File: src/rtl/serial_sub_pkg.sv
`default_nettype none
// ============================================================================
// Module      : serial_sub_pkg
// Description : Shared state encoding and default width for serial_sub_ctrl.
// Revision    : 1.0 - initial release
// ============================================================================
package serial_sub_pkg;

    localparam int C_SUB_WIDTH_DEF = 8;

    // ST_ prefix keeps the literals clear of the DONE port name.
    typedef enum logic [1:0] {
        ST_IDLE  = 2'd0,
        ST_SHIFT = 2'd1,
        ST_DONE  = 2'd2
    } state_t;

endpackage
`default_nettype wire

File: src/rtl/serial_sub_ctrl_fsub_cell.sv
`default_nettype none
// ============================================================================
// Module      : fsub_cell
// Description : Combinational 1-bit full subtractor (a - b - bin).
// Revision    : 1.0 - initial release
// ============================================================================
module fsub_cell (
    input  logic i_a,
    input  logic i_b,
    input  logic i_bin,
    output logic o_d,
    output logic o_bout
);

    logic w_axb;

    assign w_axb  = i_a ^ i_b;
    assign o_d    = w_axb ^ i_bin;
    assign o_bout = (~i_a & i_b) | (~w_axb & i_bin);

endmodule
`default_nettype wire

File: src/rtl/serial_sub_ctrl.sv
`default_nettype none
// ============================================================================
// Module      : serial_sub_ctrl
// Description : Bit-serial subtractor D = A - B - BIN, one bit per clock, LSB
//               first. Define SERIAL_SUB_OVF_EN to add the signed OVF output.
// Revision    : 1.0 - initial release
// ============================================================================
module serial_sub_ctrl
    import serial_sub_pkg::*;
#(
    parameter int WIDTH = C_SUB_WIDTH_DEF
) (
    input  logic             CLK,
    input  logic             RST,
    input  logic             START,
    input  logic [WIDTH-1:0] A,
    input  logic [WIDTH-1:0] B,
    input  logic             BIN,
    output logic             BUSY,
    output logic             DONE,
    output logic [WIDTH-1:0] D,
    output logic             BOUT
`ifdef SERIAL_SUB_OVF_EN
    ,
    output logic             OVF
`endif
);

    localparam int             C_CW   = $clog2(WIDTH) + 1;
    localparam logic [C_CW-1:0] C_LAST = C_CW'(WIDTH - 1);

    state_t            r_state;
    state_t            w_next;
    logic [WIDTH-1:0]  r_a_sh;
    logic [WIDTH-1:0]  r_b_sh;
    logic [WIDTH-1:0]  r_d_sh;
    logic              r_brw;
    logic [C_CW-1:0]   r_cnt;
    logic [WIDTH-1:0]  r_d;
    logic              r_bout;
    logic              w_d;
    logic              w_bo;
    logic              w_last;
    logic [WIDTH-1:0]  w_d_final;

    fsub_cell u_cell (
        .i_a    (r_a_sh[0]),
        .i_b    (r_b_sh[0]),
        .i_bin  (r_brw),
        .o_d    (w_d),
        .o_bout (w_bo)
    );

    assign w_last    = (r_cnt == C_LAST);
    assign w_d_final = {w_d, r_d_sh[WIDTH-1:1]};

    always_ff @(posedge CLK or posedge RST) begin
        if (RST) begin
            r_state <= ST_IDLE;
        end else begin
            r_state <= w_next;
        end
    end

    always_comb begin
        w_next = ST_IDLE;
        case (r_state)
            ST_IDLE:  w_next = START ? ST_SHIFT : ST_IDLE;
            ST_SHIFT: w_next = w_last ? ST_DONE : ST_SHIFT;
            ST_DONE:  w_next = ST_IDLE;
            default:  w_next = ST_IDLE;
        endcase
    end

    always_ff @(posedge CLK or posedge RST) begin
        if (RST) begin
            r_a_sh <= '0;
            r_b_sh <= '0;
            r_d_sh <= '0;
            r_brw  <= 1'b0;
            r_cnt  <= '0;
            r_d    <= '0;
            r_bout <= 1'b0;
        end else if (r_state == ST_IDLE) begin
            if (START) begin
                r_a_sh <= A;
                r_b_sh <= B;
                r_brw  <= BIN;
                r_cnt  <= '0;
            end
        end else if (r_state == ST_SHIFT) begin
            r_a_sh <= r_a_sh >> 1;
            r_b_sh <= r_b_sh >> 1;
            r_d_sh <= w_d_final;
            r_brw  <= w_bo;
            r_cnt  <= r_cnt + C_CW'(1);
            // Result registers move only on the final bit so partial sums never leak out.
            if (w_last) begin
                r_d    <= w_d_final;
                r_bout <= w_bo;
            end
        end
    end

`ifdef SERIAL_SUB_OVF_EN
    logic r_a_msb;
    logic r_b_msb;
    logic r_ovf;

    always_ff @(posedge CLK or posedge RST) begin
        if (RST) begin
            r_a_msb <= 1'b0;
            r_b_msb <= 1'b0;
            r_ovf   <= 1'b0;
        end else if (r_state == ST_IDLE) begin
            if (START) begin
                r_a_msb <= A[WIDTH-1];
                r_b_msb <= B[WIDTH-1];
            end
        end else if (r_state == ST_SHIFT && w_last) begin
            r_ovf <= (r_a_msb != r_b_msb) && (w_d != r_a_msb);
        end
    end

    assign OVF = r_ovf;
`endif

    assign BUSY = (r_state != ST_IDLE);
    assign DONE = (r_state == ST_DONE);
    assign D    = r_d;
    assign BOUT = r_bout;

endmodule
`default_nettype wire

File: config.mk
export PLATFORM = sky130hd
export DESIGN_NAME = serial_sub_ctrl
export DESIGN_NICKNAME = d
export VERILOG_FILES = /design/src/rtl/serial_sub_pkg.sv /design/src/rtl/serial_sub_ctrl_fsub_cell.sv /design/src/rtl/serial_sub_ctrl.sv
export SDC_FILE = /design/constraint.sdc
export NUM_CORES = 1
export LEC_CHECK = 0
export CAP_MARGIN = 20
export CELL_PAD_IN_SITES_DETAIL_PLACEMENT = 0
export CELL_PAD_IN_SITES_GLOBAL_PLACEMENT = 2
export CORE_UTILIZATION = 37
export DETAILED_ROUTE_END_ITERATION = 8
export PLACE_DENSITY_LB_ADDON = 0.3
export SYNTH_ARGS = -nofsm -noshare
export SYNTH_HDL_FRONTEND = slang
export SYNTH_SLANG_ARGS = --single-unit
export TNS_END_PERCENT = 30
File: constraint.sdc
create_clock -name CLK -period 3.3 [get_ports CLK]
set_input_delay 0.495 -clock CLK [delete_from_list [all_inputs] [get_ports CLK]]
set_output_delay 0.495 -clock CLK [all_outputs]
set_load 0.1 [all_outputs]
==> impl_metrics.env <==
export IMPL_dieHeight_um=70.9
export IMPL_fin_area_um2=2210
export IMPL_power_per_cell_area_nw_per_um2=1060
export IMPL_cpPeakStageDelay_ps=1130
export IMPL_endpoint_kind="output port"
export IMPL_synth_warnings=0
export IMPL_mean_cell_area_of_the_mapped_netlist_um2=12.4
export IMPL_core_area_um2=4440
export IMPL_grt_use_total_pct=14.2
export IMPL_mappedNetlistNets=164
export IMPL_placement_io_buffers=30
export IMPL_setup_crit_path_kind="reg -> out"
export IMPL_clock_path_buffers=2
export IMPL_drt_pass1_iter_count=6
export IMPL_drt_antenna_violating_nets=0
export IMPL_cts_tree="done"
export IMPL_synth_largest_type_area_fraction_pct=55.6
export IMPL_grt_antenna_before_repair=0
export IMPL_final_net_count=197
export IMPL_largest_cells_by_area_after_synthesis="sky130_fd_sc_hd__dfrtp_1 56%, sky130_fd_sc_hd__mux2_2 9.6%, sky130_fd_sc_hd__mux2i_1 8.0%"
export IMPL_worst_endpoint_arrival_ps=1780
export IMPL_cts_resized_gates=0
export IMPL_n_antenna_cell=0
export IMPL_synth_enable_flop_cells=0
export IMPL_gpl_final_weighted_congestion=0.693
export IMPL_synth_lib_cells_used_distinct=28
export IMPL_syn_inst=142
export IMPL_maxCapViolations=0
export IMPL_start_util_pct=39.5
export IMPL_yosys_register_bits=39
export IMPL_power_share_clock_pct=19.7
export IMPL_cts_hold_buffers=0
export IMPL_yosysTopAreaCell="sky130_fd_sc_hd__dfrtp_1"
export IMPL_clock_tree_sinks=39
export IMPL_first_pass_grt_wire_length_um=5420
export IMPL_synthArstFlopShare_pct=100
export IMPL_final_clock_skew_ps=6.70
export IMPL_die_w_um=70.9
export IMPL_cts_root_buf="sky130_fd_sc_hd__clkbuf_8"
export IMPL_crit_path_start_kind="flip-flop"
export IMPL_drt_iter0_markers=27
export IMPL_clkLatencyLatePin_ps=290
export IMPL_io_pins=31
export IMPL_synth_most_common_cell="sky130_fd_sc_hd__dfrtp_1"
export IMPL_htree_levels=2
export IMPL_cell_type_of_the_slowest_stage_on_the_worst_timing_path="sky130_fd_sc_hd__clkdlybuf4s50_1"
export IMPL_synth_seq_area_share_pct=55.6
export IMPL_post_route_period_util_pct=69.0
export IMPL_synth_flop_cell="sky130_fd_sc_hd__dfrtp_1"
export IMPL_via_count_of_the_first_global_routing_pass=1205
export IMPL_status="finished clean"
export IMPL_top_achievable_clock_speed_ghz=0.439
export IMPL_clk_pin_slew_ps=80
export IMPL_timing_slew_headroom_pct=34.5
export IMPL_tightest_slew_ps=979
export IMPL_power_frac_comb_pct=45.0
export IMPL_cp_max_fo=2
export IMPL_critPathRequiredTime_ps=2800
export IMPL_hold_viol=0
export IMPL_setup_violations=0
export IMPL_cp_buffers_inverters=1
export IMPL_residual_drc_count=0
export IMPL_switching_share_pct=42.0
export IMPL_area_growth_syn_to_layout_pct=26.1
export IMPL_via_count=1141
export IMPL_leakagePower_nw=0.958
export IMPL_intPower_mw=1.36
export IMPL_totalNegativeSetupSlack_ps=0
export IMPL_final_util_pct=49.8
export IMPL_timing_critical_path_max_delay_family="buffers and inverters"
export IMPL_synth_cell_area_um2=1760
export IMPL_post_cts_setup_buffers=0
export IMPL_grt_start_max_net_pins=30
export IMPL_holdCritPathClass="reg -> reg"
export IMPL_post_route_min_period_ps=2280
export IMPL_post_dr_vias_cell=5.00
export IMPL_slew_viol_final=0
export IMPL_number_of_placement_rows=24
export IMPL_synth_top_cells_by_count="39 x sky130_fd_sc_hd__dfrtp_1, 19 x sky130_fd_sc_hd__o21ai_0, 18 x sky130_fd_sc_hd__nand2_1"
export IMPL_netSwitchingPower_uw=985
export IMPL_globalRouteOverflowTotal=0
export IMPL_die_area_um2=5030
export IMPL_final_layout_size_suffix_gt1_share_pct=18.2
export IMPL_power_sequential_fraction_pct=35.3
export IMPL_routed_wl_um=3090
export IMPL_crit_chain="clkdlybuf4s50_1"
export IMPL_numCtsBuffers=5
export IMPL_routedWlPerCell_um=13.6
export IMPL_worst_ir_drop_vdd_mv=0.623
export IMPL_placed_area_um2=2080
export IMPL_dp_final_hpwl_um=2230
export IMPL_unrepaired_setup_endpoints_after_global_routing="false"
[power groups by stage]
stage	Sequential (mW)	Clock, mW	Combinational (mW)
floorplan	1.18	0	0.487
global placement	0.830	0	1.05
detailed placement	0.842	0	1.07
CTS	0.833	0.483	1.07
global route	0.862	0.504	1.13
finish	0.830	0.463	1.06
[layout make-up]
class,count,area (um^2)
inverters,4,17.5
repair buffers,32,310
flip-flops and latches,39,976
fillers,418,2230
well taps,52,65.1
clock buffers,6,72.6
multi-input cells,93,713
clock inverters,2,60.1
[placed cells by master (no fill, tap or decap), types with 4 or more instances in the layout]
| master | n |
|---|---|
| sky130_fd_sc_hd__dfrtp_1 | 39 |
| sky130_fd_sc_hd__clkdlybuf4s50_1 | 28 |
| sky130_fd_sc_hd__o21ai_0 | 19 |
| sky130_fd_sc_hd__nand2_1 | 18 |
| sky130_fd_sc_hd__mux2_2 | 15 |
| sky130_fd_sc_hd__mux2i_1 | 14 |
| sky130_fd_sc_hd__nor2b_1 | 5 |
| sky130_fd_sc_hd__clkbuf_8 | 5 |
| sky130_fd_sc_hd__buf_4 | 4 |
[layer usage]
| metal | part of all wire, % | GRT usage [%] |
|---|---|---|
| met3 | 3.6 | 5.13 |
| met2 | 51 | 24.3 |
| met1 | 44 | 16.0 |
| met5 | 0 | 0 |
| met4 | 1.8 | 6.00 |
[flip-flops by register name, indices dropped and copies added (netlist names)]
signal   cells
r_a_sh       8
r_brw        1
D            8
r_d_sh       7
r_cnt        4
BOUT         1
r_state      2
r_b_sh       8
[metrics by stage]
step	power (mW)	std cells	hold WS (ps)	setup slack, ps
after floorplan	1.67	142	449	748
after global placement	1.88	220	462	1350
after detailed placement	1.91	220	472	1340
after CTS	2.39	228	491	997
after global routing	2.49	228	515	960
final	2.35	228	485	1020
[path summary, 6_finish.rpt]
path	from	endpoint	slack [ps]	cells after the start
setup reg to reg	r_state[1]	r_brw	1630	4
hold reg to reg	r_b_sh[5]	r_b_sh[5]	480	2
hold / removal	r_b_sh[5]	r_b_sh[5]	480	2
max in group asynchronous	RST	r_a_sh[6]	2020	3
setup / recovery	D[5]	D[5]	1020	1
min in group asynchronous	RST	D[5]	550	2
[cell families after synthesis]
group,Yosys count,synth area share [%]
AND/OR/NAND/NOR,33,11.7
flip-flops,39,55.6
buffers and inverters,10,3.85
AO/OA/AOI/OAI,29,9.47
multiplexers,29,17.6
adder cells (fa/ha/maj),2,1.85
Power figures use the tool's default switching activity.
